--- src/rtl/addsub_pkg.sv ---
// Shared definitions for the digit-serial adder/subtractor.
// Contents:
//   state_t        - controller states (IDLE, RUN)
//   MODE_ADD/SUB   - encodings of the setup input
//   seed_carry     - internal carry-in for the first slice
//   final_carry    - maps the internal carry-out to the reported carry/borrow
package addsub_pkg;

  typedef enum logic {
    IDLE = 1'b0,
    RUN  = 1'b1
  } state_t;

  localparam logic MODE_ADD = 1'b1;
  localparam logic MODE_SUB = 1'b0;

  // Subtraction is a + ~b + 1 - borrow_in, so the internal carry is seeded with ~ci.
  function automatic logic seed_carry(input logic mode, input logic ci);
    seed_carry = (mode == MODE_ADD) ? ci : ~ci;
  endfunction

  // A borrow out of a subtraction is the inverse of the internal carry out.
  function automatic logic final_carry(input logic mode, input logic carry);
    final_carry = (mode == MODE_ADD) ? carry : ~carry;
  endfunction

endpackage

--- src/rtl/addsub_digit.sv ---
// Combinational DIGIT-bit ripple slice of the adder/subtractor.
// Ports:
//   a, b  - operand slices (b is inverted internally in subtract mode)
//   cin   - internal carry into the slice LSB
//   mode  - MODE_ADD / MODE_SUB
//   sum   - slice sum
//   cout  - carry out of the slice MSB
//   cmsb  - carry into the slice MSB (used for signed overflow on the top slice)
module addsub_digit
  import addsub_pkg::*;
#(
  parameter int DIGIT = 4
) (
  input  logic [DIGIT-1:0] a,
  input  logic [DIGIT-1:0] b,
  input  logic             cin,
  input  logic             mode,
  output logic [DIGIT-1:0] sum,
  output logic             cout,
  output logic             cmsb
);

  logic [DIGIT-1:0] b_eff_s;
  logic [DIGIT:0]   carry_s;

  // Bitwise ripple so the carry into the MSB is directly available.
  always_comb begin
    b_eff_s    = (mode == MODE_SUB) ? ~b : b;
    carry_s    = {(DIGIT+1){1'b0}};
    sum        = {DIGIT{1'b0}};
    carry_s[0] = cin;
    for (int i = 0; i < DIGIT; i++) begin
      sum[i]       = a[i] ^ b_eff_s[i] ^ carry_s[i];
      carry_s[i+1] = (a[i] & b_eff_s[i]) | (a[i] & carry_s[i]) | (b_eff_s[i] & carry_s[i]);
    end
    cout = carry_s[DIGIT];
    cmsb = carry_s[DIGIT-1];
  end

endmodule

--- src/rtl/addsub_seq.sv ---
// Digit-serial adder/subtractor: processes DIGIT bits per clock, LSB slice first.
// Ports:
//   clk    - clock, rising edge
//   rst_n  - synchronous active-low reset
//   start  - operation request, sampled only while idle
//   setup  - 1 = add, 0 = subtract
//   a, b   - operands (WIDTH bits)
//   ci     - carry-in (add) / borrow-in (subtract)
//   s      - registered result, held until the next operation completes
//   co     - registered carry-out (add) / borrow-out (subtract)
//   ov     - registered signed overflow
//   busy   - operation in progress
//   done   - one-cycle pulse when s/co/ov are refreshed
module addsub_seq
  import addsub_pkg::*;
#(
  parameter int WIDTH = 16,
  parameter int DIGIT = 4
) (
  input  logic             clk,
  input  logic             rst_n,
  input  logic             start,
  input  logic             setup,
  input  logic [WIDTH-1:0] a,
  input  logic [WIDTH-1:0] b,
  input  logic             ci,
  output logic [WIDTH-1:0] s,
  output logic             co,
  output logic             ov,
  output logic             busy,
  output logic             done
);

  localparam int N  = WIDTH / DIGIT;
  localparam int CW = (N > 1) ? $clog2(N) : 1;
  localparam logic [CW-1:0] LAST = CW'(N - 1);

  if ((DIGIT < 1) || ((WIDTH % DIGIT) != 0)) begin : g_bad_digit
    $error("addsub_seq: WIDTH must be a positive integer multiple of DIGIT");
  end

  state_t              state_r;
  logic [CW-1:0]       cnt_r;
  logic [WIDTH-1:0]    a_r;
  logic [WIDTH-1:0]    b_r;
  logic                mode_r;
  logic                carry_r;

  logic [DIGIT-1:0]       sum_s;
  logic                   cout_s;
  logic                   cmsb_s;
  logic [WIDTH+DIGIT-1:0] cat_s;
  logic [WIDTH-1:0]       a_next_s;

  addsub_digit #(
    .DIGIT (DIGIT)
  ) u_digit (
    .a    (a_r[DIGIT-1:0]),
    .b    (b_r[DIGIT-1:0]),
    .cin  (carry_r),
    .mode (mode_r),
    .sum  (sum_s),
    .cout (cout_s),
    .cmsb (cmsb_s)
  );

  // a_r doubles as the result accumulator: each slice shifts the consumed
  // operand bits out at the bottom and the new sum digit in at the top, so
  // after N slices it holds the full result.
  always_comb begin
    cat_s    = {sum_s, a_r};
    a_next_s = cat_s[WIDTH+DIGIT-1:DIGIT];
  end

  // Controller, datapath registers and registered outputs.
  always_ff @(posedge clk) begin
    if (!rst_n) begin
      state_r <= IDLE;
      cnt_r   <= {CW{1'b0}};
      a_r     <= {WIDTH{1'b0}};
      b_r     <= {WIDTH{1'b0}};
      mode_r  <= 1'b0;
      carry_r <= 1'b0;
      s       <= {WIDTH{1'b0}};
      co      <= 1'b0;
      ov      <= 1'b0;
      busy    <= 1'b0;
      done    <= 1'b0;
    end else begin
      done <= 1'b0;
      case (state_r)
        IDLE: begin
          if (start) begin
            a_r     <= a;
            b_r     <= b;
            mode_r  <= setup;
            carry_r <= seed_carry(setup, ci);
            cnt_r   <= {CW{1'b0}};
            busy    <= 1'b1;
            state_r <= RUN;
          end
        end
        RUN: begin
          a_r     <= a_next_s;
          b_r     <= b_r >> DIGIT;
          carry_r <= cout_s;
          if (cnt_r == LAST) begin
            // Top slice: publish the result and return to idle.
            s       <= a_next_s;
            co      <= final_carry(mode_r, cout_s);
            ov      <= cmsb_s ^ cout_s;
            busy    <= 1'b0;
            done    <= 1'b1;
            state_r <= IDLE;
          end else begin
            cnt_r <= cnt_r + CW'(1'b1);
          end
        end
        default: begin
          state_r <= IDLE;
          busy    <= 1'b0;
        end
      endcase
    end
  end

endmodule

--- config.mk ---
export PLATFORM = sky130hd
export DESIGN_NAME = addsub_seq
export DESIGN_NICKNAME = d
export VERILOG_FILES = /design/src/rtl/addsub_pkg.sv /design/src/rtl/addsub_digit.sv /design/src/rtl/addsub_seq.sv
export SDC_FILE = /design/constraint.sdc
export NUM_CORES = 1
export LEC_CHECK = 0
export BUFFER_PORTS_ARGS = -buffer_cell sky130_fd_sc_hd__buf_4
export CAP_MARGIN = 10
export CORE_ASPECT_RATIO = 0.8
export CORE_UTILIZATION = 45
export CTS_BUF_LIST = sky130_fd_sc_hd__clkbuf_8
export DETAILED_ROUTE_END_ITERATION = 8
export PLACE_DENSITY = 0.69
export SLEW_MARGIN = 25
export SYNTH_ARGS = -nofsm -noshare
export SYNTH_HDL_FRONTEND = slang
export SYNTH_SLANG_ARGS = --single-unit
--- constraint.sdc ---
create_clock -name clk -period 4.85 [get_ports clk]
set_clock_uncertainty 0.1 [all_clocks]
set_input_delay 1.455 -clock clk [delete_from_list [all_inputs] [get_ports clk]]
set_output_delay 1.455 -clock clk [all_outputs]
set_load 0.02 [all_outputs]
; ---- Word level (Yosys, flattened, before mapping)
; Cells that the tools add are included.
[word_totals]
latch_bits = 0
romBits = 0
out_inout_bits = 20
n_memories = 0
regBits = 57
in_bits = 37
mem_bits_rw = 0
word_cells = 73
[op_classes]
n_lt_le_gt_ge = 0
n_shift = 0
addsub = 1
eq_ne = 4
muxes = 19
n_reduce_logical = 5
n_div = 0
multipliers = 0
bitwise = 33
[op_table]
columns = cell, count
row1 = 16-bit case mux with 2 select lines, 2
row2 = 16-bit two-way mux, 2
row3 = 1-bit bitwise AND, 12
row4 = 2-bit AND reduction, 5
row5 = 1-bit bitwise XOR, 9
row6 = 1-bit two-way mux, 8
row7 = 1-bit OR, 8
row8 = 1-bit case mux with 2 select lines, 3
row9 = 2-bit two-way mux, 2
row10 = 4-bit two-way mux, 1
row11 = "2-bit != test, second input constant", 2
row12 = 4-bit NOT, 1
row13 = 2-bit case mux with 2 select lines, 1
row14 = 1-bit NOT, 3
row15 = "2-bit by 1-bit adder with 2-bit output, second input constant", 1
row16 = "2-bit == test, second input constant", 1
row17 = "2-bit by 1-bit != test with 1-bit output, second input constant", 1

; ---- Longest topological paths before layout
; Gate-level depths: netlist (run 1).
[logic_depth]
ltp_word = 16
depth_mapped = 10
ltp_nobuf = 9

; ---- Hierarchy
; From an unflattened synthesis (run 1), not the netlist that was laid out.
[unflattened]
hier_cells = 267
hier_area_um2 = 2491.1
[by_module_without_submodules]
columns = module, area_each_um2, cells_each, seq_area_each_um2, n_inst
row1 = addsub_seq, 2337.2, 250, 1141.1, 1
row2 = addsub_digit, 153.9, 17, 0.0, 1

; ---- Worst setup path before layout (run 1)
; OpenSTA, ideal clock, no wires.
[synth_timing]
path_type = reg-to-reg
start = reg mode_r
end = reg a_r[15]
period_less_slack_ns = 2.347
setup_ns = 0.058
stages_incl_launch_ff = 10
arrival_ns = 2.189
setup_slack_ns = 2.503
required_ns = 4.692
path_buffers = 1
path_cell_list = dfxtp_1 buf_2 xnor2_1 fa_1 fa_1 inv_1 fa_1 fa_1 nand2_1 o211a_1
[synth_via]
elab_chain_cells = 12
word_cells_on_any_way = 18
cone_classes = 2 x mux / 16 x bitwise
[synth_rtl]
columns = item, line_no
row1 = "start, declared", addsub_seq.sv:46  ; logic mode_r;
row2 = "start signal, assigned", addsub_seq.sv:96  ; mode_r <= setup;
row3 = 4-bit two-way mux (*), addsub_digit.sv:28  ; b_eff_s = (mode == MODE_SUB) ? ~b : b;
row4 = 1-bit bitwise AND, addsub_digit.sv:34  ; carry_s[i+1] = (a[i] & b_eff_s[i]) | (a[i] & carry_s[i]) | (b_eff_s[i] & carry_s[i]);
row5 = 1-bit OR (2 in series), addsub_digit.sv:34
row6 = 1-bit bitwise AND, addsub_digit.sv:34
row7 = 1-bit OR (2 in series), addsub_digit.sv:34
row8 = 1-bit bitwise AND, addsub_digit.sv:34
row9 = 1-bit OR (2 in series), addsub_digit.sv:34
row10 = 1-bit bitwise XOR (*), addsub_digit.sv:33  ; sum[i] = a[i] ^ b_eff_s[i] ^ carry_s[i];
row11 = 16-bit case mux with 2 select lines (*), addsub_seq.sv:91  ; case (state_r)
row12 = "end signal, assigned", addsub_seq.sv:80  ; a_r <= {WIDTH{1'b0}};
row13 = "end signal, assigned", addsub_seq.sv:104  ; a_r <= a_next_s;
row14 = "end, declared", addsub_seq.sv:44  ; logic [WIDTH-1:0] a_r;
; Every way passes the cells marked *; elsewhere a longest branch is shown, timed or not.
; A chain may end at the register's enable or synchronous reset.

; ---- Worst setup path after layout (run 1)
; Same ends and word-level chain as after synthesis.

==> impl_metrics.tcl, run 1 <==
set metrics [dict create \
    setup_viol 0 \
    synth_edf_count 0 \
    postSynthAreaPerCell_um2 10.5 \
    drive_above_1_share 0.273 \
    crit_chain "xnor2_1 -> fa_1 -> fa_1 -> inv_1 -> fa_1 -> fa_1 -> nand2_1 -> o211a_1" \
    crit_type "reg -> reg" \
    fp.dieArea_um2 5640 \
    postLayoutCellArea_um2 2980 \
    holdWs_ns 0.347 \
    hold_viol_final 0 \
    clockBufferDepth 2 \
    drv_cap 0 \
    worstMarginPinSlew_ns 0.583 \
    fin_tns_setup_ns 0 \
    dpl.hpwl_um 3150 \
    rows 23 \
    portBuffers 56 \
    cp_top_family "adder cells" \
    synth_cell_types 28 \
    period_minus_slack_ns 2.52 \
    cts.sinks 57 \
    grt_pass1_wl_um 7530 \
    synth_fp_nets 270 \
    grt_remaining_overflow 0 \
    die_h_um 67.4 \
    route.detailed.drc 0 \
    post_cts_buffers 0 \
    placed_cell_area_um2 2750 \
    core-area_um2 5060 \
    synth_area_um2 2400 \
    start_util 0.475 \
    status "completed" \
    htreeDepth 3 \
    end_kind "register" \
    startpoint_type "register" \
    via_per_inst 5.06 \
    yosys_most_used_dff "dfxtp_1" \
    cts_resized 0 \
    yosysTopAreaCellShare 0.475 \
    hold_class "reg -> reg" \
    crit_arrival_ns 2.70 \
    drt_iter0_markers 67 \
    irDropWorstVdd_uv 348 \
    async_reset_ff_frac 0 \
    power_density_nw_per_um2 390 \
    chipWidth_um 83.7 \
    yosys_warnings 0 \
    slew_headroom 0.612 \
    max_stage_delay_ns 0.49 \
    ys_seq_area_frac 0.475 \
    area_delta_synth_final_pct 23.9 \
    num_io_pins 57 \
    nNetsFinal 319 \
    cts_root_buf "clkbuf_8" \
    antenna_cells 0 \
    cts_tree "yes" \
    synthCells 228 \
    postCtsHoldBufs 0 \
    fmax_ghz 0.397 \
    insertion_delay_ns 0.34 \
    gp_congestion 0.736 \
    drv_slew 0 \
    path_clk_slew_ns 0.06 \
    cts_made_buffers 9 \
    ys_top_cells_by_area "dfxtp_1 (47%), mux2i_1 (14%), a21oi_1 (6.0%)" \
    grt_antenna_before_repair 0 \
    cp_common_cell "fa_1" \
    grt_max_degree 56 \
    yosys.area.top_type "dfxtp_1" \
    postRouteAntennaNets 0 \
    period_share 0.519 \
    worst-path-buf-inv 1 \
    grt_setup_unrepaired "no" \
    drt-pass1-iter-count 4 \
    detail_route.wl_per_cell_um 13.7 \
    power_mw 1.16 \
    synth_seq_cells 57 \
    vias 1741 \
    finalWirelength_um 4700 \
    p_leak_nw 1.34 \
    path_max_fanout 6 \
    grt_use_total 0.178 \
    grt_pass1_vias 1562 \
    cp.required_ns 5.03 \
    slowest_stage "dfxtp_1" \
]
placed cells by master (no fill, tap or decap), types with 2 or more instances in the layout:
cell,count
o21ai_1,11
o21ai_0,19
dfxtp_1,57
nand2b_1,2
a21oi_1,29
fa_1,4
buf_4,56
xor2_1,2
nand2_1,13
bufinv_16,2
xnor2_1,5
nor2_1,5
inv_1,3
and2b_1,2
clkbuf_8,11
mux2i_1,33
o22ai_1,2
clkinv_2,2
a22o_1,14
cells in the mapped netlist, types with 3 or more instances:
library cell,number
nor2_1,5
fa_1,4
xnor2_1,5
inv_1,3
dfxtp_1,57
o21ai_0,19
a21oi_1,29
mux2i_1,33
a22o_1,14
buf_6,8
o21ai_1,11
nand2_1,13
buf_2,8
routing by layer:
metal / GRT usage / up-vias / wire length [µm]
li1: - / 913 / -
met1: 0.237 / 778 / 2460
met2: 0.253 / 43 / 1900
met3: 0.0746 / 7 / 267
met4: 0.0826 / 0 / 68
met5: 0 / - / 0
path summary, 6_finish.rpt:
| path | start | endpoint | slack (ns) | cells past startpoint |
|---|---|---|---|---|
| setup / recovery | mode_r$_SDFFE_PN0P_ | a_r[15]$_SDFFE_PN0P_ | 2.33 | 8 |
| hold / removal | s[14]$_SDFFE_PN0P_ | s[14]$_SDFFE_PN0P_ | 0.35 | 2 |
| setup reg to reg | mode_r$_SDFFE_PN0P_ | a_r[15]$_SDFFE_PN0P_ | 2.33 | 8 |
| hold reg to reg | s[14]$_SDFFE_PN0P_ | s[14]$_SDFFE_PN0P_ | 0.35 | 2 |
worst register-to-register path, cell delays in order (launching register included):
cell and delay [ns]:
dfxtp_1 0.49, xnor2_1 0.13, fa_1 0.39, fa_1 0.37, inv_1 0.08, fa_1 0.22
fa_1 0.47, nand2_1 0.09, o211a_1 0.14
cells by family (layout without fill, tap and decap cells):
group                      after synthesis  in the layout  share of synthesized area
AOI/OAI and AO/OA                       78             78                      0.194
xor gates and xnor gates                 7              7                     0.0255
adders and majority gates                5              5                     0.0385
buffers and inverters                   23             77                     0.0744
DFF                                     57             57                      0.475
muxes                                   34             34                      0.144
and+or+nand+nor                         24             24                     0.0494
area by class of cell:
| type | count | area [µm²] |
|---|---|---|
| clock buffers | 11 | 151 |
| clock inverters | 5 | 77.6 |
| fillers | 462 | 2090 |
| inverters | 5 | 26.3 |
| multi-input cells | 148 | 1080 |
| flip-flops and latches | 57 | 1140 |
| well taps | 62 | 77.6 |
| repair buffers | 56 | 420 |
metrics by stage:
stage | utilization | instances | setup slack (ns)
after floorplan | - | 228 | 2.50
after global placement | 0.543 | 328 | 2.15
after detailed placement | 0.543 | 328 | 2.11
after CTS | 0.588 | 344 | 2.33
after global routing | 0.588 | 344 | 2.19
final | 0.588 | 344 | 2.33
flip-flops by register name, indices dropped and copies added, names as in the netlist, 2 cells and up:
| register | flops |
|---|---|
| a_r | 16 |
| cnt_r | 2 |
| s | 16 |
| b_r | 16 |
power breakdown:
group | internal [mW] | total (mW) | switching, mW | leakage (nW)
logic | 0.0713 | 0.143 | 0.0720 | 0.753
registers | 0.496 | 0.518 | 0.0217 | 0.468
clock network | 0.315 | 0.502 | 0.187 | 0.115
Power figures use the tool's default switching activity.
==> inputs of run 2 (changes only) <==
==> constraint.sdc (replaced) <==
create_clock -name clk -period 2.55 [get_ports clk]
set_clock_uncertainty 0.1 [all_clocks]
set_input_delay 0.765 -clock clk [delete_from_list [all_inputs] [get_ports clk]]
set_output_delay 0.765 -clock clk [all_outputs]
set_load 0.02 [all_outputs]
==> run 2 against run 1 <==
Compared with the run above: sequential share of layout area fell by 0.35 points; routed wire length rose by 2.7%; count of clock-buffer cells in the layout increased by 1; maximum frequency is 8.4% higher; critical path type unchanged; critical endpoint unchanged; largest power group unchanged.
==> impl_metrics.tcl, run 2 (same netlist as run 1, synthesis figures left out) <==
set metrics [dict create \
    cts_tree "yes" \
    fp.dieArea_um2 5640 \
    cts_resized 0 \
    grt_setup_unrepaired "no" \
    dpl.hpwl_um 3300 \
    insertion_delay_ns 0.33 \
    num_io_pins 57 \
    grt_remaining_overflow 0 \
    reg_top3 "a_r (16), b_r (16), s (16)" \
    postRouteAntennaNets 0 \
    vias 1756 \
    setup_viol 0 \
    grt_use_total 0.191 \
    path_clk_slew_ns 0.06 \
    status "completed" \
    route.detailed.drc 0 \
    detail_route.wl_per_cell_um 14.0 \
    path_max_fanout 2 \
    crit_chain "xnor2_1 -> fa_1 -> fa_1 -> inv_1 -> fa_1 -> fa_1 -> nand2_1 -> o211a_1" \
    fin_ws_ns 0.226 \
    portBuffers 56 \
    n_fill_cell 455 \
    chipWidth_um 83.7 \
    multi_input_area_um2 1080 \
    crit_arrival_ns 2.50 \
    pre_cts_ws_ns 0.219 \
    postCtsHoldBufs 0 \
    postLayoutCellArea_um2 3010 \
    die_h_um 67.4 \
    via_per_inst 5.09 \
    drive_above_1_share 0.272 \
    slew_headroom 0.620 \
    worstMarginPinSlew_ns 0.569 \
    grt_pass1_wl_um 8070 \
    drv_slew 0 \
    antenna_cells 0 \
    slowest_stage "fa_1" \
    end_kind "register" \
    drt_iter0_markers 60 \
    worst-path-buf-inv 1 \
    placed_cell_area_um2 2780 \
    drt-pass1-iter-count 4 \
    cp.required_ns 2.73 \
    hold_viol_final 0 \
    mostFrequentLayoutCells "dfxtp_1 (57), buf_4 (57), mux2i_1 (33), a21oi_1 (29), o21ai_0 (19)" \
    irDropWorstVdd_uv 448 \
    period_share 0.911 \
    fin_tns_setup_ns 0 \
    area_delta_synth_final_pct 25.0 \
    drv_cap 0 \
    gp_congestion 0.737 \
    grt_antenna_before_repair 0 \
    cp_top_family "adder cells" \
    final_core_util 0.594 \
    post_cts_buffers 0 \
    rows 23 \
    max_stage_delay_ns 0.44 \
    power_mw 2.22 \
    startpoint_type "register" \
    finalWirelength_um 4820 \
    period_minus_slack_ns 2.32 \
    start_util 0.475 \
    fmax_ghz 0.430 \
    grt_max_degree 56 \
    cts.sinks 57 \
    htreeDepth 3 \
    power_density_nw_per_um2 737 \
    p_leak_nw 1.35 \
    cts_root_buf "clkbuf_8" \
    grt_pass1_vias 1668 \
    cp_common_cell "fa_1" \
    core-area_um2 5060 \
    hold_class "reg -> reg" \
    seq_area_um2 1140 \
    cts_made_buffers 9 \
    nNetsFinal 321 \
    crit_type "reg -> reg" \
    clockBufferDepth 2 \
]
-- run 2: cell count changes in the layout (fill, tap and decap cells not counted) --
cell	delta
buf_12	+1
clkinv_2	-2
inv_1	+1
clkbuf_8	+1
clkinvlp_4	-1
buf_4	+1
-- run 2: stage by stage --
step	hold WS, ns	std cells
4_1_cts	0.355	345
5_1_grt	0.370	345
3_3_place_gp	0.339	330
2_1_floorplan	0.350	228
6_report	0.350	345
3_5_place_dp	0.346	330
-- run 2: worst min-delay path: cells and delay by family, from the launching register on --
kind,cells,cell delay [ns]
DFF,1,0.31
and+or+nand+nor,1,0.05
AOI/OAI and AO/OA,1,0.05
-- run 2: final cells by class --
| class | instances | area share |
|---|---|---|
| well taps | 62 | 0.0258 |
| inverters | 5 | 0.00874 |
| clock inverters | 3 | 0.0212 |
| repair buffers | 58 | 0.149 |
| clock buffers | 12 | 0.0549 |
| flip-flops and latches | 57 | 0.380 |
| multi-input cells | 148 | 0.361 |
-- run 2: per-layer routing --
metal	wire (µm)	GRT usage
met1	2410	0.253
met2	2030	0.283
met3	339	0.0868
met4	46	0.0508
met5	0	0
-- run 2: worst paths after layout --
check / from / endpoint / slack, ns / depth (start not counted)
hold / removal: s[14]$_SDFFE_PN0P_ / s[14]$_SDFFE_PN0P_ / 0.35 / 2
hold reg to reg: s[14]$_SDFFE_PN0P_ / s[14]$_SDFFE_PN0P_ / 0.35 / 2
setup reg to reg: b_r[0]$_SDFFE_PN0P_ / a_r[15]$_SDFFE_PN0P_ / 0.23 / 8
setup / recovery: b_r[0]$_SDFFE_PN0P_ / a_r[15]$_SDFFE_PN0P_ / 0.23 / 8
-- run 2: report_power, final --
| part | total (mW) | switching [mW] | internal [mW] |
|---|---|---|---|
| logic | 0.272 | 0.135 | 0.138 |
| clock network | 0.962 | 0.341 | 0.621 |
| registers | 0.982 | 0.0391 | 0.943 |
| total | 2.22 | 0.514 | 1.70 |
==> inputs of run 3 (changes only) <==
--- a/config.mk
+++ b/config.mk
@@ -12,6 +12,7 @@
 export CTS_BUF_LIST = sky130_fd_sc_hd__clkbuf_8
 export DETAILED_ROUTE_END_ITERATION = 8
 export PLACE_DENSITY = 0.69
+export RECOVER_POWER = 25
 export SLEW_MARGIN = 25
 export SYNTH_ARGS = -nofsm -noshare
 export SYNTH_HDL_FRONTEND = slang
==> run 3 against run 2 <==
Compared with the run above: worst setup slack lost 0.00066 ns; highest routed layer unchanged; global-route usage is the same; largest power group unchanged; first-iteration DRC count shrank 20%; maximum frequency is essentially flat; utilization shrank 0.099 points; sequential share of layout area grew 0.063 points; die area is the same; sequential power is essentially flat; count of clock-buffer cells in the layout is the same; critical path type unchanged; non-clock buffer count is the same; combinational power is essentially flat; cell count is the same; largest cell class unchanged.
==> impl_metrics.tcl, run 3 (same netlist as run 1, synthesis figures left out) <==
set metrics [dict create \
    power_frac_seq 0.443 \
    via_per_inst 5.10 \
    crit_arrival_ns 2.50 \
    reg_top3 "a_r (16), b_r (16), s (16)" \
    cts.sinks 57 \
    grt_setup_unrepaired "no" \
    placed_cell_area_um2 2780 \
    drt-pass1-iter-count 5 \
    period_minus_slack_ns 2.32 \
    end_kind "register" \
    crit_type "reg -> reg" \
    portBuffers 56 \
    postCtsHoldBufs 0 \
    grt_use_total 0.191 \
    insertion_delay_ns 0.33 \
    grt_pass1_vias 1668 \
    drv_cap 0 \
    drive_above_1_share 0.269 \
    power.switching_uw 513 \
    antenna_cells 0 \
    holdWs_ns 0.350 \
    dpl.hpwl_um 3300 \
    rows 23 \
    drt_iter0_markers 48 \
    share_comb_of_total_power 0.123 \
    gp_congestion 0.737 \
    cts_root_buf "clkbuf_8" \
    nNetsFinal 321 \
    cts_resized 0 \
    drv_slew 0 \
    route.detailed.drc 0 \
    status "completed" \
    switching_share 0.232 \
    postLayoutCellArea_um2 3000 \
    worstMarginPinSlew_ns 1.41 \
    grt_max_degree 56 \
    multi_input_area_um2 1080 \
    chipWidth_um 83.7 \
    finalWirelength_um 4830 \
    fp.dieArea_um2 5640 \
    detail_route.wl_per_cell_um 14.0 \
    path_clk_slew_ns 0.06 \
    fin_tns_setup_ns 0 \
    slew_headroom 0.0605 \
    clkPwrFrac 0.434 \
    vias 1761 \
    period_share 0.912 \
    hold_class "reg -> reg" \
    p_leak_nw 1.35 \
    fmax_ghz 0.430 \
    grt_antenna_before_repair 0 \
    htreeDepth 3 \
    startpoint_type "register" \
    post_cts_buffers 0 \
    start_util 0.475 \
    die_h_um 67.4 \
    power_report.internal_total_mw 1.70 \
    grt_remaining_overflow 0 \
    n_fill_cell 455 \
    cts_tree "yes" \
    seq_area_um2 1140 \
    postRouteAntennaNets 0 \
    num_io_pins 57 \
    core-area_um2 5060 \
    grt_pass1_wl_um 8070 \
    cts_made_buffers 9 \
    cp.required_ns 2.73 \
    mostFrequentLayoutCells "dfxtp_1 (57), buf_4 (56), mux2i_1 (33), a21oi_1 (29), o21ai_0 (23)" \
    power_density_nw_per_um2 738 \
    hold_viol_final 0 \
    reg2reg_slack_ns 0.23 \
    path_max_fanout 2 \
    layout_commonest_cell "dfxtp_1" \
    area_delta_synth_final_pct 24.8 \
    clockBufferDepth 2 \
    irDropWorstVdd_uv 448 \
    setup_viol 0 \
]
==> run 3: cell count changes in the layout (fill, tap and decap cells not counted) <==
| cell | previous run | this run |
|---|---|---|
| buf_4 | 57 | 56 |
| clkbuf_2 | 0 | 1 |
| inv_1 | 4 | 5 |
| inv_4 | 1 | 0 |
| o21ai_0 | 19 | 23 |
| o21ai_1 | 11 | 7 |
==> run 3: worst paths after layout <==
kind / start / endpoint / cells after the start
min reg2reg: s[14]$_SDFFE_PN0P_ / s[14]$_SDFFE_PN0P_ / 2
max reg2reg: b_r[0]$_SDFFE_PN0P_ / a_r[15]$_SDFFE_PN0P_ / 8
min: s[14]$_SDFFE_PN0P_ / s[14]$_SDFFE_PN0P_ / 2
max: b_r[0]$_SDFFE_PN0P_ / a_r[15]$_SDFFE_PN0P_ / 8
==> run 3: per-layer routing <==
layer | share of wire | track usage | vias to the layer above
li1 | - | - | 910
met1 | 0.49 | 0.253 | 790
met2 | 0.42 | 0.283 | 54
met3 | 0.075 | 0.0868 | 7
met4 | 0.010 | 0.0508 | 0
met5 | 0 | 0 | -
==> run 3: critical path: stages (launching register included) <==
cell and delay, ns:
dfxtp_1 0.32, xnor2_1 0.14, fa_1 0.38, fa_1 0.36
inv_1 0.10, fa_1 0.23, fa_1 0.44, nand2_1 0.08
o211a_1 0.14
==> run 3: power by group through the flow <==
stage / Clock, mW / Combinational (mW) / Sequential [mW]
floorplan: 0 / 0.206 / 0.989
global placement: 0 / 0.271 / 1.00
detailed placement: 0 / 0.275 / 1.00
CTS: 0.981 / 0.275 / 0.982
global route: 1.03 / 0.307 / 0.989
finish: 0.962 / 0.272 / 0.982
==> run 3: cell type report <==
| type | instances | share of cell area |
|---|---|---|
| clock inverters | 3 | 0.0213 |
| well taps | 62 | 0.0258 |
| repair buffers | 58 | 0.148 |
| multi-input cells | 148 | 0.361 |
| inverters | 5 | 0.00792 |
| flip-flops and latches | 57 | 0.380 |
| clock buffers | 12 | 0.0550 |
==> run 3: stage by stage <==
step           worst slack, ns   util  power, mW  std cells
6_report                 0.226  0.593       2.22        345
5_1_grt                 0.0991  0.593       2.32        345
4_1_cts                  0.209  0.594       2.24        345
3_5_place_dp             0.219  0.548       1.28        330
3_3_place_gp             0.273  0.548       1.27        330
2_1_floorplan            0.203      -       1.19        228
